==> src/rtl/ddc_slot_serializer.sv <==
`default_nettype none
// ============================================================================
//  Module   : ddc_slot_serializer
//  Purpose  : Converts one DIV-lane word per slot (DIV hclkin cycles) into
//             one DATA_W sample per hclkin cycle, lane 0 first. Produces a
//             registered slot_ce pulse that stands in for the divided clock.
//             All logic runs on hclkin; no clock-domain crossing.
//  Ports    : hclkin        - sole clock, rising edge
//             resetn        - synchronous active-low reset
//             s_data        - DIV*DATA_W word, lane i at [i*DATA_W +: DATA_W]
//             s_valid/s_ready - word handshake (accept when both high)
//             m_data/m_valid/m_first - registered serialized sample stream
//             slot_ce       - 1-cycle pulse per slot, aligned with lane 0
//             underrun      - sticky flag: a slot began with no word buffered
//             clr_underrun  - clears underrun (a same-edge set wins)
//  Revision : 1.0  initial release
// ============================================================================
module ddc_slot_serializer #(
    parameter int DATA_W = 16,
    parameter int DIV    = 4
) (
    input  logic                  hclkin,
    input  logic                  resetn,
    input  logic [DIV*DATA_W-1:0] s_data,
    input  logic                  s_valid,
    output logic                  s_ready,
    output logic [DATA_W-1:0]     m_data,
    output logic                  m_valid,
    output logic                  m_first,
    output logic                  slot_ce,
    output logic                  underrun,
    input  logic                  clr_underrun
);

    localparam int                c_PH_W    = (DIV > 1) ? $clog2(DIV) : 1;
    localparam logic [c_PH_W-1:0] c_PH_LAST = c_PH_W'(DIV - 1);

    logic [c_PH_W-1:0]     r_ph;
    logic [DIV*DATA_W-1:0] r_buf;
    logic                  r_buf_full;
    logic                  r_armed;
    logic [DIV*DATA_W-1:0] r_shreg;
    logic                  r_active;
    logic [DATA_W-1:0]     r_m_data;
    logic                  r_m_valid;
    logic                  r_m_first;
    logic                  r_slot_ce;
    logic                  r_underrun;

    logic                  w_slot_start;
    logic                  w_accept;
    logic [DATA_W-1:0]     w_lane;

    assign w_slot_start = (r_ph == '0);
    // The buffer always frees up at a slot start (its word moves to the
    // shift register), so a new word can be taken on that same edge.
    assign s_ready      = ~r_buf_full | w_slot_start;
    assign w_accept     = s_valid & s_ready;
    assign w_lane       = r_shreg[r_ph*DATA_W +: DATA_W];

    always_ff @(posedge hclkin) begin
        if (!resetn) begin
            r_ph       <= '0;
            r_buf      <= '0;
            r_buf_full <= 1'b0;
            r_armed    <= 1'b0;
            r_shreg    <= '0;
            r_active   <= 1'b0;
            r_m_data   <= '0;
            r_m_valid  <= 1'b0;
            r_m_first  <= 1'b0;
            r_slot_ce  <= 1'b0;
            r_underrun <= 1'b0;
        end else begin
            r_ph      <= (r_ph == c_PH_LAST) ? '0 : r_ph + 1'b1;
            r_slot_ce <= w_slot_start;

            // Output path: a word is only loaded at a slot boundary, so lanes
            // of different words can never interleave.
            if (w_slot_start) begin
                if (r_buf_full) begin
                    r_shreg   <= r_buf;
                    r_m_data  <= r_buf[DATA_W-1:0];
                    r_m_valid <= 1'b1;
                    r_m_first <= 1'b1;
                    r_active  <= 1'b1;
                end else begin
                    r_active  <= 1'b0;
                    r_m_data  <= '0;
                    r_m_valid <= 1'b0;
                    r_m_first <= 1'b0;
                end
            end else begin
                r_m_first <= 1'b0;
                if (r_active) begin
                    r_m_data  <= w_lane;
                    r_m_valid <= 1'b1;
                end else begin
                    r_m_data  <= '0;
                    r_m_valid <= 1'b0;
                end
            end

            // Holding buffer: a same-edge accept keeps it full with the new word.
            if (w_accept) begin
                r_buf      <= s_data;
                r_buf_full <= 1'b1;
                r_armed    <= 1'b1;
            end else if (w_slot_start) begin
                r_buf_full <= 1'b0;
            end

            // Set has priority over clear on the same edge.
            if (w_slot_start && !r_buf_full && r_armed) begin
                r_underrun <= 1'b1;
            end else if (clr_underrun) begin
                r_underrun <= 1'b0;
            end
        end
    end

    assign m_data   = r_m_data;
    assign m_valid  = r_m_valid;
    assign m_first  = r_m_first;
    assign slot_ce  = r_slot_ce;
    assign underrun = r_underrun;

endmodule
`default_nettype wire
==> config.mk <==
export PLATFORM = sky130hd
export DESIGN_NAME = ddc_slot_serializer
export DESIGN_NICKNAME = d
export VERILOG_FILES = /design/src/rtl/ddc_slot_serializer.sv
export SDC_FILE = /design/constraint.sdc
export NUM_CORES = 1
export LEC_CHECK = 0
export ABC_AREA = 1
export BUFFER_PORTS_ARGS = -buffer_cell sky130_fd_sc_hd__buf_2
export CAP_MARGIN = 15
export CORE_MARGIN = 10
export CORE_UTILIZATION = 45
export CTS_CLUSTER_SIZE = 28
export DETAILED_ROUTE_END_ITERATION = 7
export HOLD_SLACK_MARGIN = 0.06
export PLACE_DENSITY = 0.72
export SYNTH_ARGS = -nofsm -noshare
export SYNTH_HDL_FRONTEND = slang
export SYNTH_SLANG_ARGS = --single-unit
export TNS_END_PERCENT = 20
==> constraint.sdc <==
create_clock -name hclkin -period 3.4 [get_ports hclkin]
set_input_delay 0.51 -clock hclkin [delete_from_list [all_inputs] [get_ports hclkin]]
set_output_delay 0.51 -clock hclkin [all_outputs]
set_load 0.1 [all_outputs]
Word level (Yosys, flattened, before mapping)
Index checks and enable logic that the tools add are counted.
{ "word_totals": {"ff_bits": 153, "latch_bits": 0, "mem_bits_rw": 0, "mem_bits_ro": 0, "output_inout_bits": 21, "mem_count": 0} }
{ "op_classes": {"n_addsub": 1, "n_mul": 0, "div_mod_pow": 0, "n_lt_le_gt_ge": 0, "n_eq_ne": 1, "n_shift": 1, "mux": 10, "bitwise": 4, "reduce_logical": 9} }
{ "op_table": {"columns": ["operator", "n"], "rows": [
  ["indexed part select 64 x 7 -> 16 bit", 1],
  ["two-way mux 16 bit", 3],
  ["two-way mux 1 bit", 7],
  ["AND reduction 2 bit", 2],
  ["nonzero test 2 bit", 2],
  ["adder 2 x 1 -> 2 bit, second input constant", 1],
  ["equality test 2 bit, second input constant", 1],
  ["logical AND 1 bit", 2],
  ["zero test 2 bit", 1],
  ["inverter 1 bit", 2],
  ["OR reduction 2 bit", 1],
  ["AND 1 bit", 1],
  ["zero test 1 bit", 1],
  ["bitwise OR 1 bit", 1]
]} }

Longest topological paths before layout
{ "depth": {"ltp_word": 4, "mapped_depth": 11, "depth_no_buf": 8} }

Least setup slack after synthesis
No wires, ideal clock.
{ "synth_timing": {"path_type": "register -> register", "start": "register r_ph[1]", "end": "register r_buf[16]", "arrival_time_ns": 1.975, "required_ns": 3.284, "path_slack_ns": 1.309, "stages_incl_launch_ff": 12, "synth_period_minus_slack_ns": 2.091, "cell_sequence": "dfxtp_1 buf_4 clkinv_1 buf_4 ha_1 inv_2 nand2_2 nand2_4 inv_2 buf_4 nor2_1 nor2_1"} }
{ "synth_between": {"elab_chain_cells": 3} }
{ "synth_lines": {"columns": ["element", "line_no", "rtl"], "rows": [
  ["start: declaration", "38", "logic [c_PH_W-1:0] r_ph;"],
  ["start signal: assignment", "75", "r_ph <= (r_ph == c_PH_LAST) ? '0 : r_ph + 1'b1;"],
  ["zero test 2 bit", "54", "assign w_slot_start = (r_ph == '0);"],
  ["via w_slot_start", "50", "logic w_slot_start;"],
  ["bitwise OR 1 bit", "57", "assign s_ready = ~r_buf_full | w_slot_start;"],
  ["via s_ready", "26", "output logic s_ready,"],
  ["AND 1 bit", "58", "assign w_accept = s_valid & s_ready;"],
  ["end signal: assignment", "106", "r_buf <= s_data;"],
  ["end: declaration", "39", "logic [DIV*DATA_W-1:0] r_buf;"]
]} }
The timed path passes the listed nets, and every way through them passes these cells.
A chain may end at the register's enable or synchronous reset.

Worst setup path in the final report
{ "layout_timing": {"start": "register r_ph[1]", "end": "output port s_ready"} }
{ "layout_between": {"elab_chain_cells": 2} }
{ "layout_lines": {"columns": ["element", "line_no"], "rows": [
  ["zero test 2 bit", "54"],
  ["via w_slot_start", "50"],
  ["bitwise OR 1 bit", "57"],
  ["end: declaration", "26"]
]} }
The timed path passes the listed nets, and every way through them passes these cells.

==> results.md <==
* Crit Path Max Fanout at 18
* FF-to-FF Start: r_ph[1]$_SDFF_PP0_
* CTS Buf Count at 17
* Hold path endpoint: underrun$_SDFFE_PN0P_
* Root Driver: clkbuf_16
* Synth top area share at 0.542
* Final Setup Violations at 0
* Max Cap Violations at 0
* Largest net degree at the start of global routing at 114
* Synthesis Warnings at 0
* Min-delay worst type: input port to flip-flop
* Diodes inserted at 0
* Pwr/cell area at approximately 670 nW/µm²
* Fmax at between 300 and 400 MHz
* Worst Reg-to-Reg Cells at 10
* Vias in the first global route at between 4000 and 5000
* Full die area at around 17000 µm²
* Hold depth at 2
* Sequential area share after synthesis at 0.542
* Crit-path cells: buf_4 > clkinv_1 > buf_4 > ha_1 > inv_2 > nand2_2 > buf_2
* Die Y at between 100 and 150 µm
* GRT Total Usage at 0.154
* Post-Synthesis Cells at 731
* Critical path startpoint category: flip-flop
* Final Skew at ~0.0096 ns
* Global-route wire length before repair at 22500 µm
* Setup tns final at 0 ns
* Register area at 3060 µm²
* IO buf count at 88
* Starting DRT DRC Count at around 390
* Unrepaired setup endpoints after global routing: false
* Area Overhead vs Synth at 18.5%
* Layout net count at 864
* Slew @ Worst Pin at approximately 0.8 ns
* Leak at between 2 and 3 nW
* GP Congestion at about 0.8
* Dominant cell type by area after synthesis: dfxtp_1
* Clock sinks at 153
* Endpoints failing hold at 0
* # hold bufs at CTS at 0
* Synthesized area at roughly 5700 µm²
* Crit end category: output pin
* Starting density of the core at 0.465
* Final period util at 0.742
* CTS tree: done
* Top cells by area, synth: dfxtp_1 (54%), nor2_1 (13%), o21ai_0 (9.6%)
* Reg2reg end: r_buf[27]$_SDFFE_PN0P_
* Clk buf depth at 2
* Post-cts resize count at 0
* Max-slew violation count at 0
* Critical Path RT at between 2 and 3 ns
* I/O pin cnt at just under 90
* Fin area at between 6000 and 7000 µm²
* Die X-Extent at roughly 130 µm
* Routed Wire Length at 13600 µm
* VDD IR max at roughly 0.32 mV
* Row count at 40
* Mean post-synth cell area at around 7.7 µm²
* Placed cell count at 943
* Synth cell types at 23
* Clk_lat worst skew at 0.42 ns
* CP arrival at around 2 ns
* Drt pass-1 iters at 5
* Vias at approximately 4800
* Hold Path Origin: clr_underrun
* Post-DP HPWL at between 8000 and 9000 µm
* Slew margin rel. at 0.455
* Filler cells at around 1200
* GRT overflow at 0
* CP max-delay cell: buf_2
* Number of antenna violations at the first check in global routing at 0
* Worst path most repeated cell: buf_4
* H-tree depth at 4
* Reg-to-reg slack, setup at between 1 and 1.5 ns
* Area of the multi-input gates at ~2200 µm²
* Routed Antenna Nets at 0
* Reg clk slew, reported paths at around 0.06 ns
* Area after DPL at between 6000 and 7000 µm²
* Worst Setup Path Type: flip-flop to output pin
* Run status: finished clean
* Avg WL per Cell at about 14 µm
* Min Tclk post-route at 2.52 ns
* Fin cells at about 980
* Net Count, Synth at approximately 800
* Yosys reg bits at approximately 150
* Via density at roughly 5
* Core area at about 12000 µm²
* CP peak stage delay at approximately 0.45 ns
* CP Launch Point: r_ph[1]$_SDFF_PP0_
* Postcts setup bufs at 0
* Drc violations at 0
* Layout cell share with drive strength beyond 1 at 0.171
## cells in the final DEF (no fill, tap or decap), types with 2 or more instances in the layout
cell type and instances:
o21ai_0 109, a21oi_1 22, clkbuf_8 2, nand3_1 62
buf_4 7, nor2_2 2, ha_1 2, nor2_1 190
inv_6 4, inv_2 5, o21ai_1 33, dfxtp_1 153
nand2_2 2, clkinvlp_4 3, clkinv_4 2, bufinv_16 2
buf_2 88, inv_8 2, clkbuf_16 17, inv_1 23
nand2_1 70
## cell usage after synthesis
| master | count |
|---|---|
| dfxtp_1 | 153 |
| buf_1 | 1 |
| nor2_2 | 2 |
| nand2_1 | 70 |
| clkbuf_1 | 15 |
| nor3b_1 | 1 |
| o21ai_1 | 33 |
| nand2_2 | 2 |
| inv_1 | 23 |
| a21oi_1 | 22 |
| nor3_1 | 1 |
| clkinv_1 | 1 |
| nand3b_1 | 1 |
| nor2_1 | 190 |
| nand2_4 | 1 |
| o21ai_0 | 109 |
| inv_2 | 5 |
| ha_1 | 2 |
| buf_2 | 13 |
| o31ai_1 | 1 |
| buf_4 | 19 |
| clkbuf_2 | 4 |
| nand3_1 | 62 |
## registers in the layout, indices dropped and copies added (netlist names)
register / flops
r_ph: 2
m_first: 1
m_valid: 1
r_armed: 1
m_data: 16
r_shreg: 64
r_buf: 64
r_buf_full: 1
slot_ce: 1
r_active: 1
underrun: 1
## metrics by stage
step / worst slack, ns / utilization / hold WS (ns) / power, mW
after CTS: 0.874 / 0.551 / 0.280 / 4.51
after global placement: 1.10 / 0.501 / 0.443 / 2.59
final: 0.877 / 0.551 / 0.283 / 4.48
after floorplan: 1.31 / - / 0.429 / 2.47
after detailed placement: 1.03 / 0.501 / 0.446 / 2.60
after global routing: 0.727 / 0.551 / 0.293 / 4.68
## power by group
group	internal [mW]	leakage (nW)	switching, mW
Sequential	1.94	1.26	0.0642
Combinational	0.176	1.25	0.393
Clock	1.14	0.291	0.774
Total	3.25	2.80	1.23
## cell families after synthesis
group                      synth area share
DFF                                   0.542
adders and majority gates           0.00442
AOI/OAI and AO/OA                     0.146
buffers and inverters                0.0701
and+or+nand+nor                       0.237
## critical path: cells and delay by family (launching register included)
kind | cells | cell delay, ns
adders and majority gates | 1 | 0.26
buffers and inverters | 5 | 0.95
DFF | 1 | 0.29
and+or+nand+nor | 1 | 0.09
## worst max path at each step
stage / end / slack [ns] / cells after the start
after global placement: r_buf[24]$_SDFFE_PN0P_ / 1.10 / 10
after floorplan: r_buf[16]$_SDFFE_PN0P_ / 1.31 / 11
after global routing: r_buf[26]$_SDFFE_PN0P_ / 0.73 / 10
after CTS: s_ready / 0.87 / 7
after detailed placement: r_buf[27]$_SDFFE_PN0P_ / 1.03 / 10
final: s_ready / 0.88 / 7
## final cells by class
type,count,area share
Sequential cell,153,0.457
Multi-Input combinational cell,497,0.328
Timing Repair Buffer,96,0.0765
Clock buffer,19,0.0676
Tap cell,168,0.0314
Clock inverter,13,0.0235
Inverter,29,0.0162
## layer usage
metal	global-route usage	vias up	part of all wire
li1	-	2508	-
met3	0.0419	17	0.064
met1	0.206	2151	0.47
met4	0.0519	0	0.012
met5	0	-	0
met2	0.233	150	0.45
Power figures use the tool's default switching activity.
